--- config.mk ---
export PLATFORM = sky130hd
export DESIGN_NAME = hsv_conv_arbiter
export DESIGN_NICKNAME = d
export VERILOG_FILES = /design/src/rtl/pix_pkg.sv /design/src/rtl/pix_sync_fifo.sv /design/src/rtl/hsv_conv_arbiter.sv
export SDC_FILE = /design/constraint.sdc
export NUM_CORES = 1
export LEC_CHECK = 0
export ABC_AREA = 1
export BUFFER_PORTS_ARGS = -buffer_cell sky130_fd_sc_hd__buf_2
export CORE_ASPECT_RATIO = 0.9
export CORE_MARGIN = 1.5
export CORE_UTILIZATION = 45
export DETAILED_ROUTE_END_ITERATION = 6
export PLACE_DENSITY = 0.67
export SLEW_MARGIN = 0
export SYNTH_ARGS = -nofsm -noshare
export SYNTH_HDL_FRONTEND = slang
export SYNTH_SLANG_ARGS = --single-unit
--- constraint.sdc ---
create_clock -name clk -period 6.5 [get_ports clk]
set_input_delay 1.3 -clock clk [delete_from_list [all_inputs] [get_ports clk]]
set_output_delay 1.3 -clock clk [all_outputs]
set_load 0.005 [all_outputs]
--- src/rtl/pix_pkg.sv ---
// Pixel types shared by the HSV converter arbiter.
// Channel layouts, grant encoding and the converter byte repack.
package pix_pkg;

    localparam int PIX_W = 24;
    localparam int CH_W  = 8;
    localparam int ID_W  = 1;

    typedef logic [PIX_W-1:0] pix_t;

    typedef struct packed {
        logic [CH_W-1:0] h;
        logic [CH_W-1:0] s;
        logic [CH_W-1:0] v;
    } hsv_t;

    typedef struct packed {
        logic [CH_W-1:0] r;
        logic [CH_W-1:0] g;
        logic [CH_W-1:0] b;
    } rgb_t;

    // Native byte order of the shared converter's result bus.
    typedef struct packed {
        logic [CH_W-1:0] r;
        logic [CH_W-1:0] b;
        logic [CH_W-1:0] g;
    } rbg_t;

    typedef struct packed {
        logic [ID_W-1:0] id;
        rgb_t            rgb;
    } rsp_t;

    localparam int RSP_W = $bits(rsp_t);

    typedef enum logic [1:0] {
        GNT_NONE = 2'd0,
        GNT_0    = 2'd1,
        GNT_1    = 2'd2
    } gnt_e;

    function automatic rgb_t rbg_to_rgb(input pix_t raw);
        rbg_t src;
        rgb_t dst;
        src   = rbg_t'(raw);
        dst.r = src.r;
        dst.g = src.g;
        dst.b = src.b;
        return dst;
    endfunction

endpackage

--- src/rtl/pix_sync_fifo.sv ---
// Single-clock result FIFO with occupancy count.
// The head output holds the last popped word while the FIFO is empty.
module pix_sync_fifo #(
    parameter int WIDTH = 25,
    parameter int DEPTH = 4
) (
    input  logic                     clk_i,
    input  logic                     rst_ni,
    input  logic                     push_i,
    input  logic [WIDTH-1:0]         wdata_i,
    input  logic                     pop_i,
    output logic                     valid_o,
    output logic [WIDTH-1:0]         rdata_o,
    output logic [$clog2(DEPTH):0]   count_o
);

    localparam int AW = $clog2(DEPTH);
    localparam int CW = AW + 1;
    localparam logic [CW-1:0] FULL_C = CW'(DEPTH);

    logic [WIDTH-1:0] mem_q [DEPTH];
    logic [AW-1:0]    wptr_q;
    logic [AW-1:0]    rptr_q;
    logic [CW-1:0]    cnt_q;
    logic [CW-1:0]    cnt_d;
    logic [WIDTH-1:0] last_q;
    logic             empty;
    logic             full;
    logic             wr_en;
    logic             rd_en;

    assign empty = (cnt_q == '0);
    assign full  = (cnt_q == FULL_C);
    assign rd_en = pop_i & ~empty;
    // A full FIFO still accepts a write when the head leaves in the same cycle.
    assign wr_en = push_i & (~full | rd_en);

    always_comb begin
        cnt_d = cnt_q + CW'(wr_en) - CW'(rd_en);
    end

    always_ff @(posedge clk_i or negedge rst_ni) begin
        if (!rst_ni) begin
            wptr_q <= '0;
            rptr_q <= '0;
            cnt_q  <= '0;
            last_q <= '0;
        end else begin
            cnt_q <= cnt_d;
            if (wr_en) begin
                wptr_q <= wptr_q + 1'b1;
            end
            if (rd_en) begin
                rptr_q <= rptr_q + 1'b1;
                last_q <= mem_q[rptr_q];
            end
        end
    end

    always_ff @(posedge clk_i) begin
        if (wr_en) begin
            mem_q[wptr_q] <= wdata_i;
        end
    end

    assign valid_o = ~empty;
    assign rdata_o = empty ? last_q : mem_q[rptr_q];
    assign count_o = cnt_q;

endmodule

--- src/rtl/hsv_conv_arbiter.sv ---
// Two-requester round-robin front end for one pipelined HSV->RGB converter.
// Results are tracked through the converter latency and queued with their requester id.
module hsv_conv_arbiter
    import pix_pkg::*;
#(
    parameter int CONV_LAT   = 1,
    parameter int FIFO_DEPTH = 4,
    parameter bit REORDER    = 1'b1
) (
    input  logic             clk,
    input  logic             reset_n,
    input  logic             req0_valid,
    input  logic [PIX_W-1:0] req0_hsv,
    output logic             req0_ready,
    input  logic             req1_valid,
    input  logic [PIX_W-1:0] req1_hsv,
    output logic             req1_ready,
    output logic [PIX_W-1:0] conv_hsv,
    input  logic [PIX_W-1:0] conv_rgb,
    output logic             rsp_valid,
    output logic [PIX_W-1:0] rsp_rgb,
    output logic [ID_W-1:0]  rsp_id,
    input  logic             rsp_ready
);

    localparam int CW   = $clog2(FIFO_DEPTH) + 1;
    localparam int PID_W = CONV_LAT * ID_W;
    localparam logic [CW:0] DEPTH_C = (CW + 1)'(FIFO_DEPTH);

    gnt_e             gnt;
    logic             rr_q;
    logic             rr_d;
    logic [CW-1:0]    infl_q;
    logic [CW-1:0]    infl_d;
    logic [CW-1:0]    fifo_cnt;
    logic [CW:0]      used;
    logic             credit_ok;
    logic             issue0;
    logic             issue1;
    logic             issue;
    logic [ID_W-1:0]  iss_id;
    logic [CONV_LAT-1:0] pv_q;
    logic [CONV_LAT-1:0] pv_d;
    logic [PID_W-1:0] pid_q;
    logic [PID_W-1:0] pid_d;
    logic             push;
    logic             pop;
    rgb_t             push_rgb;
    rsp_t             push_word;
    rsp_t             head;
    logic             head_vld;

    // Grant is decided from current requests and registered priority only.
    always_comb begin
        gnt = GNT_NONE;
        unique case ({req1_valid, req0_valid})
            2'b01:   gnt = GNT_0;
            2'b10:   gnt = GNT_1;
            2'b11:   gnt = rr_q ? GNT_1 : GNT_0;
            default: gnt = GNT_NONE;
        endcase
    end

    // Credit counts both queued results and results still inside the converter.
    assign used      = {1'b0, fifo_cnt} + {1'b0, infl_q};
    assign credit_ok = (used < DEPTH_C);

    assign req0_ready = reset_n & credit_ok & (gnt == GNT_0);
    assign req1_ready = reset_n & credit_ok & (gnt == GNT_1);

    assign issue0 = req0_valid & req0_ready;
    assign issue1 = req1_valid & req1_ready;
    assign issue  = issue0 | issue1;
    assign iss_id = ID_W'(issue1);

    always_comb begin
        conv_hsv = '0;
        if (reset_n) begin
            unique case (gnt)
                GNT_0:   conv_hsv = req0_hsv;
                GNT_1:   conv_hsv = req1_hsv;
                default: conv_hsv = '0;
            endcase
        end
    end

    assign push = pv_q[CONV_LAT-1];
    assign pop  = head_vld & rsp_ready;

    always_comb begin
        rr_d   = issue ? issue0 : rr_q;
        infl_d = infl_q + CW'(issue) - CW'(push);
        pv_d   = (pv_q << 1) | CONV_LAT'(issue);
        pid_d  = (pid_q << ID_W) | PID_W'(iss_id);
    end

    always_comb begin
        push_rgb = REORDER ? rbg_to_rgb(conv_rgb) : rgb_t'(conv_rgb);
        push_word.id  = pid_q[PID_W-1 -: ID_W];
        push_word.rgb = push_rgb;
    end

    // Clearing the tag pipe on reset discards whatever the converter still holds.
    always_ff @(posedge clk or negedge reset_n) begin
        if (!reset_n) begin
            rr_q   <= 1'b0;
            infl_q <= '0;
            pv_q   <= '0;
            pid_q  <= '0;
        end else begin
            rr_q   <= rr_d;
            infl_q <= infl_d;
            pv_q   <= pv_d;
            pid_q  <= pid_d;
        end
    end

    pix_sync_fifo #(
        .WIDTH (RSP_W),
        .DEPTH (FIFO_DEPTH)
    ) u_fifo (
        .clk_i   (clk),
        .rst_ni  (reset_n),
        .push_i  (push),
        .wdata_i (push_word),
        .pop_i   (pop),
        .valid_o (head_vld),
        .rdata_o (head),
        .count_o (fifo_cnt)
    );

    assign rsp_valid = head_vld;
    assign rsp_rgb   = head.rgb;
    assign rsp_id    = head.id;

endmodule

[Word-level counts from Yosys, hierarchy flattened]
Memory sizes are Yosys's and may differ from the RTL's.
Cells that the tools add are included.
Storage, ports and cells
  flip-flop bits (word level): 38
  input port bits: 77
  memory bits (writable): 100
  memories kept: 1
Cells by class
  reduce and logical (&&, ||, !) cells: 1
  $add $sub $neg: 7
  equality and inequality tests: 6
  bitwise gates (word level): 12
  $lt $le $gt $ge: 1
  multiplexer cells: 7
Memory list
  u_fifo.mem_q: words 4, bits a word 25, read ports 1, clocked after Yosys merged registers in 0, write ports 1, line pix_sync_fifo.sv:21  | logic [WIDTH-1:0] mem_q [DEPTH];
Operator list (number)
  $pmux W24 S2: 1
  $mux W25: 1
  $mux W24: 1
  $and A1 B1 Y1: 8
  $add A3 B1 Y3: 2
  $eq A2 B2 Y1 const B: 3
  $pmux W2 S3: 1
  $sub A3 B1 Y3: 2
  $add A2 B1 Y2 const B: 2
  $add A3 B3 Y4: 1
  $eq A2 B1 Y1 const B: 2
  $lt A4 B3 Y1 const B: 1
  $eq A3 B3 Y1 const B: 1
  $logic_not A3 Y1: 1
  $mux W1: 2
  $mux W2: 1
  $not A1 Y1: 2
  $or A1 B1 Y1: 2

[Depth between registers and ports, before layout]
  word-level depth: 8
  depth in mapped cells: 13
  depth with buffers taken out: 12

[Modules after synthesis]
Synthesis repeated with hierarchy kept, for this count alone.
Unflattened totals
  cell total of the unflattened synthesis: 626
  area, all modules: 6319.8 sq um
By module, submodules not included
  pix_sync_fifo: times used 1, cells an instance 499, sequential area each 3803.6 sq um, area an instance 5515.3 sq um
  hsv_conv_arbiter: times used 1, cells an instance 127, sequential area each 150.1 sq um, area an instance 804.5 sq um

[Worst setup path before layout]
Ideal clock, no wire load.
  kind: input port to output port
  start point: in req1_valid
  end point: out conv_hsv[10]
  setup slack: 2.827 ns
  stages: 8
  data arrival time: 2.373 ns
  buffers on the path: 1
  cells stage by stage: inv_1 > o21ai_0 > inv_1 > ha_1 > inv_1 > nand2_1 > clkbuf_1 > a21oi_1
Between the ends
  word-level cells in the longest chain between the ends: 5
  elaborated cells on any way between the ends: 8
Ends and longest elaborated chain
  start, declared: line hsv_conv_arbiter.sv:15  | input logic req1_valid,
  $eq A2 B2 Y1 or $eq A2 B1 Y1 (tied branches): line hsv_conv_arbiter.sv:56  | unique case ({req1_valid, req0_valid})
  $pmux W2 S3 *: line hsv_conv_arbiter.sv:56
  $eq A2 B2 Y1 or $eq A2 B1 Y1 (tied branches): line hsv_conv_arbiter.sv:79  | unique case (gnt)
  $pmux W24 S2 *: line hsv_conv_arbiter.sv:79
  $mux W24 *: line hsv_conv_arbiter.sv:78  | if (reset_n) begin
  end, declared: line hsv_conv_arbiter.sv:18  | output logic [PIX_W-1:0] conv_hsv,
Every way passes the cells marked *; elsewhere a longest branch is shown, timed or not.

[Worst setup path after layout]
  start point: in req1_valid
  end point: out conv_hsv[6]
Same word-level chain as after synthesis.

==> metrics.txt <==
pwr dens about 440 nW/um^2; First-pass DRT Iterations 4; post-synth top area share a little under half; TritonCTS clock tree built; nets@finish just over 800; RePlAce Congestion a little under 0.8; Post-Layout Cell Count 921; DR vias/cell 4.896; Worst-Skew Late Latency between 0.4 and 0.5 ns; final hold vios 0; Slew HR approximately a third; die area roughly 15000 um^2; Syn Nets 691; Post-Synthesis Cells 600; layout overhead on the synthesized area 20.56%; # H-tree levels 4; Placed Area between 6000 and 7000 um^2; Hold Buf Count CTS 0; Final Cell Area approximately 7700 um^2; HP Class reg2reg; CP endpoint kind primary output; port bufs around 130; ys flop type edfxtp_1; Clk pin slew, worst setup/hold paths approximately 0.060 ns; number of global-route vias before repair ~4400; unrepaired setup endpoints after global routing false; clock sinks 138; Post-synth EDFFs 100; Row Count 40; DRC marker count from the first detailed-route iteration around 240; Syn Std Cell Area between 6000 and 7000 um^2; first-pass GRT wire length between 20 and 25 mm; GRT met1 Usage between 20% and 30%; worst setup margin approximately 2.2 ns; R2R setup slack ~3.4 ns; grt total ovfl 0; Setup WS pre-CTS between 2 and 2.5 ns; Yosys cell types 28; Max clock buf depth 2; Starting Density 46.80%; initial antenna violation count 0; Ports between 100 and 150; die height around 120 um; drt drc 0; Fillers around 1100; DP Wirelength 8.139 mm; Pins Over Slew Limit 0; Mean Syn Cell Area 10.58 um^2; share of layout cells above drive strength 1 a little over a quarter; post-route minimum period roughly 4.3 ns; Finished Core Util about 56%; Vias between 4000 and 5000; Die X between 100 and 150 um; setup bufs post-CTS 0; final WL about 13 mm; crit-path max FO 24; core area about 14000 um^2; # diodes 0; synth top area cells edfxtp_1 47%, dfrtp_1 15%, nand2_1 14%, nand3_1 4.1%, o21ai_2 3.2%; Yosys top cell by area edfxtp_1; status finished clean; Num CTS Buffers 17; met2 Usage GRT between 30 and 40%; most frequent cell after synthesis nand2_1; worst-margin pin slew 1.028 ns; post-DR wirelength/cell about 14 um; gr busiest metal met2; post-cts resize count 0; largest net degree at the start of global routing between 50 and 60; top post-synthesis cells by count 233 x nand2_1, 100 x edfxtp_1, 52 x nand3_1; Crit Path Category in2out; Syn. warnings 0; peak supply drop 0.2296 mV; LEAKAGE between 3 and 4 nW; GR Util met3 approximately 5.7%; Worst EP required approximately 5.2 ns; Post-synth ARST share about 28%; DRT antenna net count 0; GRT Overall Usage 18.98%; Worst Setup Start Kind primary input; Worst Skew around 0.0065 ns; Placed Cells about 890; Final Setup Violations 0; Synth Register Bits 138; root buf cell clkbuf_16; final period utilization around two thirds; achievable frequency around 230 MHz; max-cap check violation count 0; register area share after synthesis between 60% and 70%; crit path DAT 3.01 ns; TNS Setup 0 ns
-- kinds of logic (layout without fill, tap and decap cells) --
group	count (synthesis)	after routing	share of synthesized area, %
adder cells (fa/ha/maj)	14	14	2.996
AND/OR/NAND/NOR	299	299	19.24
buffers and inverters	65	197	7.136
AO/OA/AOI/OAI	78	78	7.510
flip-flops	138	138	62.29
XOR/XNOR	6	6	0.8279
-- metal layers --
layer	wire, um	part of all wire, %
met5	0	0
met1	5615	43
met4	163	1.2
met2	6646	51
met3	672	5.1
-- sequential cells by signal (all words and copies together) (netlist names) --
signal,cells
u_fifo.mem_q,100
u_fifo.last_q,25
infl_q,3
u_fifo.count_o,3
u_fifo.rptr_q,2
u_fifo.wptr_q,2
pid_q,1
push,1
rr_q,1
-- power by group --
group / leakage [nW] / internal (W) / switching, W
Clock: 0.334 / 0.000759 / 0.000365
Combinational: 1.59 / 0.000403 / 0.000654
Sequential: 1.36 / 0.00108 / 0.000128
Total: 3.29 / 0.00224 / 0.00115
-- placed cells by master, fill, tap and decap left out, types with 4 or more instances in the layout --
cell type	Yosys	layout
ha_1	12	12
nor2_2	1	5
o21ai_2	23	23
xor2_1	4	4
nor2_1	8	4
inv_1	28	28
o21ai_1	28	28
buf_2	8	128
a21oi_1	25	25
clkbuf_16	0	17
dfrtp_1	38	37
edfxtp_1	100	100
nand2_1	233	233
bufinv_16	0	7
nand3_1	52	52
buf_4	4	6
-- critical path, stage by stage --
cell     delay, ns
buf_2         0.09
inv_1         0.05
o21ai_0       0.29
inv_1         0.08
ha_1          0.29
inv_1         0.05
nand2_1       0.41
a21oi_1       0.30
buf_2         0.15
-- layout make-up --
cell class	instances	area, um^2	area share, %
sequential	138	3955	51.68
multi-input combinational	397	1951	25.49
timing repair buffer	134	685.7	8.960
clock buffer	17	425.4	5.559
clock inverter	15	270.3	3.532
tap	189	236.5	3.090
inverter	31	128.9	1.684
-- worst paths after layout --
path,startpoint,to,cells past startpoint
max,req1_valid,conv_hsv[6],9
max in group asynchronous,reset_n,u_fifo.rptr_q[0],2
min in group asynchronous,reset_n,u_fifo.last_q[18],2
min,rr_q,rr_q,2
max reg2reg,rr_q,infl_q[2],11
min reg2reg,rr_q,rr_q,2
-- stage by stage --
stage	hold slack, ns	power (W)
after CTS	0.4816	0.003428
after floorplan	0.4419	0.002042
after detailed placement	0.4672	0.002296
final	0.4765	0.003391
after global placement	0.4598	0.002263
after global routing	0.5049	0.003622
No activity file was read; power rests on OpenSTA's default activity.
